`src/rtl/tdc_pkg.sv`:
```
// tdc_pkg: shared types and constants for the TDC coarse-time measurement sequencer.
// Latency: n/a (declarations only).
// Backpressure: n/a.
package tdc_pkg;

  typedef enum logic [1:0] {IDLE, ARMED, RUN, DONE} tdc_state_t;

  localparam int TDC_CNT_W = 32;

endpackage

```
`src/rtl/tdc_delta.sv`:
```
// tdc_delta: wrap-safe coarse interval count - start_cnt, plus the optional timeout compare.
// Latency: purely combinational.
// Backpressure: none, no handshake.
// Ports: count/start_cnt in, delta out; timed_out out only when TDC_TIMEOUT_EN is defined.
module tdc_delta
  import tdc_pkg::*;
#(
  parameter int CNT_W = TDC_CNT_W
`ifdef TDC_TIMEOUT_EN
  , parameter logic [CNT_W-1:0] TIMEOUT = 32'd1_000_000
`endif
) (
  input  logic [CNT_W-1:0] count,
  input  logic [CNT_W-1:0] start_cnt,
  output logic [CNT_W-1:0] delta
`ifdef TDC_TIMEOUT_EN
  , output logic           timed_out
`endif
);

  // Modulo-2^CNT_W difference: a counter wrap between start and now still
  // yields the true elapsed count because the carry is simply dropped.
  assign delta = count - start_cnt;

`ifdef TDC_TIMEOUT_EN
  assign timed_out = (delta >= TIMEOUT);
`endif

endmodule

```
`src/rtl/tdc_meas_ctrl.sv`:
```
// tdc_meas_ctrl: arm/start/stop sequencer for the TDC coarse counter, produces stop - start interval.
// Latency: cnt_clear 1 cycle after arm; result_valid 1 cycle after the stop_hit sample.
// Backpressure: result/result_valid/timeout_flag held in DONE until result_ready; arm and hits ignored there.
// Ports: clk, reset (async, active-high); arm, start_hit, stop_hit, count in; cnt_clear, busy out;
//        result, result_valid out / result_ready in (valid/ready); timeout_flag out.
// Build option: define TDC_TIMEOUT_EN to enable the RUN timeout (TIMEOUT cycles) and timeout_flag.
module tdc_meas_ctrl
  import tdc_pkg::*;
#(
  parameter int CNT_W = TDC_CNT_W
`ifdef TDC_TIMEOUT_EN
  , parameter logic [CNT_W-1:0] TIMEOUT = 32'd1_000_000
`endif
) (
  input  logic             clk,
  input  logic             reset,
  input  logic             arm,
  input  logic             start_hit,
  input  logic             stop_hit,
  input  logic [CNT_W-1:0] count,
  output logic             cnt_clear,
  output logic             busy,
  output logic [CNT_W-1:0] result,
  output logic             result_valid,
  input  logic             result_ready,
  output logic             timeout_flag
);

  tdc_state_t       state, state_nxt;
  logic [CNT_W-1:0] start_cnt, start_cnt_nxt;
  logic [CNT_W-1:0] result_nxt;
  logic [CNT_W-1:0] delta;
  logic             cnt_clear_nxt;
  logic             result_valid_nxt;
`ifdef TDC_TIMEOUT_EN
  logic             timed_out;
  logic             timeout_flag_nxt;
`endif

  tdc_delta #(
    .CNT_W   (CNT_W)
`ifdef TDC_TIMEOUT_EN
    , .TIMEOUT (TIMEOUT)
`endif
  ) u_delta (
    .count     (count),
    .start_cnt (start_cnt),
    .delta     (delta)
`ifdef TDC_TIMEOUT_EN
    , .timed_out (timed_out)
`endif
  );

  always_comb begin
    state_nxt        = state;
    start_cnt_nxt    = start_cnt;
    result_nxt       = result;
    result_valid_nxt = result_valid;
    cnt_clear_nxt    = 1'b0;
`ifdef TDC_TIMEOUT_EN
    timeout_flag_nxt = timeout_flag;
`endif
    case (state)
      IDLE: begin
        if (arm) begin
          state_nxt     = ARMED;
          cnt_clear_nxt = 1'b1;
        end
      end
      ARMED: begin
        // A stop arriving with the start is discarded: only start is looked at here.
        if (start_hit) begin
          start_cnt_nxt = count;
          state_nxt     = RUN;
        end
      end
      RUN: begin
        // stop_hit has priority over a timeout in the same cycle.
        if (stop_hit) begin
          result_nxt       = delta;
          result_valid_nxt = 1'b1;
          state_nxt        = DONE;
        end
`ifdef TDC_TIMEOUT_EN
        else if (timed_out) begin
          result_nxt       = '1;
          result_valid_nxt = 1'b1;
          timeout_flag_nxt = 1'b1;
          state_nxt        = DONE;
        end
`endif
      end
      DONE: begin
        // result_valid is always high in DONE, so ready alone completes the transfer.
        if (result_ready) begin
          result_valid_nxt = 1'b0;
`ifdef TDC_TIMEOUT_EN
          timeout_flag_nxt = 1'b0;
`endif
          state_nxt        = IDLE;
        end
      end
      default: state_nxt = IDLE;
    endcase
  end

  always_ff @(posedge clk or posedge reset) begin
    if (reset) begin
      state        <= IDLE;
      start_cnt    <= '0;
      result       <= '0;
      result_valid <= 1'b0;
      cnt_clear    <= 1'b0;
      busy         <= 1'b0;
    end else begin
      state        <= state_nxt;
      start_cnt    <= start_cnt_nxt;
      result       <= result_nxt;
      result_valid <= result_valid_nxt;
      cnt_clear    <= cnt_clear_nxt;
      // Registered from the next state so busy tracks state with no extra cycle.
      busy         <= (state_nxt != IDLE);
    end
  end

`ifdef TDC_TIMEOUT_EN
  always_ff @(posedge clk or posedge reset) begin
    if (reset) begin
      timeout_flag <= 1'b0;
    end else begin
      timeout_flag <= timeout_flag_nxt;
    end
  end
`else
  assign timeout_flag = 1'b0;
`endif

endmodule

```
`config.mk`:
```
export PLATFORM = sky130hd
export DESIGN_NAME = tdc_meas_ctrl
export DESIGN_NICKNAME = d
export VERILOG_FILES = /design/src/rtl/tdc_pkg.sv /design/src/rtl/tdc_delta.sv /design/src/rtl/tdc_meas_ctrl.sv
export SDC_FILE = /design/constraint.sdc
export NUM_CORES = 1
export LEC_CHECK = 0
export ABC_AREA = 0
export CAP_MARGIN = 0
export CELL_PAD_IN_SITES_DETAIL_PLACEMENT = 1
export CELL_PAD_IN_SITES_GLOBAL_PLACEMENT = 2
export CORE_MARGIN = 2
export CORE_UTILIZATION = 25
export DETAILED_ROUTE_END_ITERATION = 7
export MAX_ROUTING_LAYER = met4
export PLACE_DENSITY_LB_ADDON = 0.1
export SLEW_MARGIN = 0
export SYNTH_ARGS = -nofsm -noshare
export SYNTH_HDL_FRONTEND = slang
export SYNTH_SLANG_ARGS = --single-unit
```
`constraint.sdc`:
```
create_clock -name clk -period 2.5 [get_ports clk]
set_input_delay 0.5 -clock clk [delete_from_list [all_inputs] [get_ports clk]]
set_output_delay 0.5 -clock clk [all_outputs]
set_load 0.02 [all_outputs]
```
==> metrics.yaml <==
status:
  status: "finished with violations"
  violations: "setup timing"
setup_path:
  critical_path_required_ps: 2720
  cp-start-kind: "flip-flop"
  timing.critical_path.buf_inv: 1
  crit_family: "compound AO/OA/AOI/OAI gates"
  critical-path-max-stage-delay_ps: 410
  reg2reg_slack_ps: -50
  cp_cell_sequence: "ha_4 -> fa_2 -> and2b_2 -> o2111ai_4 -> buf_4 -> a21oi_4 -> o21ai_2 -> a211oi_2 -> mux2i_1 -> o311ai_1"
  crit_arrival_ps: 2760
  crit_slowest_cell: "dfrtp_1"
  path_class: "flip-flop to flip-flop"
  cp-end-kind: "flip-flop"
  cp_max_fo: 3
synthesis:
  synth_area_leaders: "dfrtp_1, ha_1, mux2_2"
  synth_cell_type_count: 58
  syn_nets: 573
  dominantRegCellSynth: "dfrtp_1"
  yosysWarnings: 0
  synth_top_area_share_pct: 37.7
  synth_area_per_cell_um2: 9.10
  yosys-top-cells-count: "dfrtp_1, nand2_1, o21ai_0, inv_1, a21oi_1"
  seq_area_frac_synth_pct: 37.7
  syn_area_um2: 4580
  synthArstFlopShare_pct: 100
  synth_edf_count: 0
  ys_ff_latch: 69
  syn_inst: 503
  synthMostInstantiatedCell: "dfrtp_1"
  synth_largest_area_cell: "dfrtp_1"
detailed_routing:
  routedWlPerCell_um: 16.4
  drt_first_pass_iters: 4
  vias_per_cell: 4.70
  drtIter0Drc: 127
  dr_total_vias: 4356
  drt-total-wl_mm: 15.2
  drcViolationCount: 0
  met1_length_mm: 7.33
  top_layer_used: "met4"
  wl_met3_um: 396
  wl_met2_mm: 7.20
  ant_nets: 0
placement:
  pre_cts_ws_ps: -654
  gp_congestion: 0.856
  dp.cells: 902
  dp_hpwl_mm: 12.0
  portBuffers: 72
  place_area_um2: 6440
clock_tree:
  numCtsBuffers: 9
  clk_path_buf_depth: 2
  h-tree-depth: 3
  cts_tree: "built"
  root_buffer: "clkbuf_16"
  path_clk_slew_ps: 60
  clk_latency_ps: 340
  cts_hold_buf: 0
  clock-sinks: 69
layout:
  final_core_util_pct: 39.7
  fin_cells: 926
  final_area_um2: 7140
  nets: 762
  antennaDiodeCount: 0
  drive_gt1_share_pct: 33.9
  area_growth_pct: 55.9
floorplanning:
  core_um2: 18000
  initial_utilization_pct: 25.5
  io_pins: 74
  rows: 49
  dieHeight_um: 139
  die_w_um: 139
  fp.dieArea_um2: 19400
grt:
  track_usage_pct: 16.3
  antenna_found_initial: 0
  grt_first_pass_wirelength_mm: 24.5
  grt_pass1_vias: 4660
  grt_max_degree: 28
  grt-ovfl-total: 0
power:
  power_leakage_nw: 3.23
  power_mw: 9.84
  peakVddDrop_v: 0.000470
  p_per_area_nw_per_um2: 1380
sta:
  fmax_mhz: 393
  fin_ws_ps: -47.1
  fin_hold_ws_ps: 475
  finalSetupViolations: 2
  slew_viol_final: 0
  finalHoldViolations: 0
  finalClockSkew_ps: 7.31
  period_share_pct: 102
  tns_ps: -54.2
  rsz0062_at_grt: "true"
  period_minus_slack_ps: 2550
run:
  drv_cap: 0
min_path:
  hp-class: "flip-flop to flip-flop"
metal layers:
layer | up-vias | track usage (%)
li1 | 2154 | -
met1 | 2124 | 21.0
met2 | 60 | 26.2
met3 | 18 | 2.34
met4 | 0 | 5.42
met5 | - | -
worst reg2reg max path, cell delays in order (launching register included):
cell	delay (ps)
dfrtp_1	410
ha_4	180
fa_2	360
and2b_2	260
o2111ai_4	170
buf_4	180
a21oi_4	180
o21ai_2	100
a211oi_2	250
mux2i_1	210
o311ai_1	120
cells by family after synthesis:
kind of cell	after synthesis	share of synthesized area, %
compound gates	143	21.1
simple gates	135	13.9
flops	69	37.7
buf+inv	66	5.68
mux	33	8.03
fa+ha+maj	32	8.91
xor+xnor	24	4.59
other cells	1	0.0819
timing repair:
action | 4_1_cts | 5_1_grt
pin swaps | 19 | 19
buffers inserted | 5 | 4
endpoints found under the setup margin | 20 | 19
resized for setup | 32 | 34
registers in the layout (all words and copies together), names as in the netlist:
register      cells
result_valid      1
start_cnt        32
cnt_clear         1
result           32
state             2
busy              1
area by class of cell:
cell class,instances,area (µm²)
Sequential cell,69,1730
Timing Repair Buffer,206,1750
Tap cell,229,287
Multi-Input combinational cell,368,2910
Fill cell,2064,10800
Inverter,38,143
Clock buffer,9,225
Clock inverter,7,100
path summary, 6_finish.rpt:
path / startpoint / end / depth (start not counted)
worst max-delay path: start_cnt[0] / result[24] / 10
worst min-delay path: result[5] / result[5] / 2
worst max register to register: start_cnt[0] / result[24] / 10
worst min register to register: result[5] / result[5] / 2
max in group asynchronous: reset / start_cnt[3] / 3
min in group asynchronous: reset / start_cnt[12] / 2
power by group:
group	internal, mW	switching, mW
Combinational	3.24	3.20
Sequential	1.66	0.319
Clock	0.879	0.551
Total	5.78	4.07
cell usage in the layout, fill, tap and decap left out, types with 3 or more instances in the layout:
cell type	n
nand2b_1	3
mux2i_1	3
nand4_1	11
mux2_2	30
a21oi_1	22
nor2_1	17
inv_2	3
o21ai_2	3
nand3_1	9
o21ai_1	13
o21bai_1	6
or3_1	4
xor2_1	8
a21oi_4	3
dlygate4sd2_1	6
o21ai_0	33
buf_4	132
o211ai_1	5
clkinv_4	4
inv_1	35
xnor2_1	15
clkbuf_16	9
dlymetal6s2s_1	4
a21oi_2	13
dfrtp_1	69
ha_4	13
nor3_1	6
a21o_1	15
nand2_1	63
and3_1	4
clkdlybuf4s50_1	62
nor3b_1	3
o21a_1	3
nor2b_1	3
ha_1	17
No activity file was read; power rests on OpenSTA's default activity.
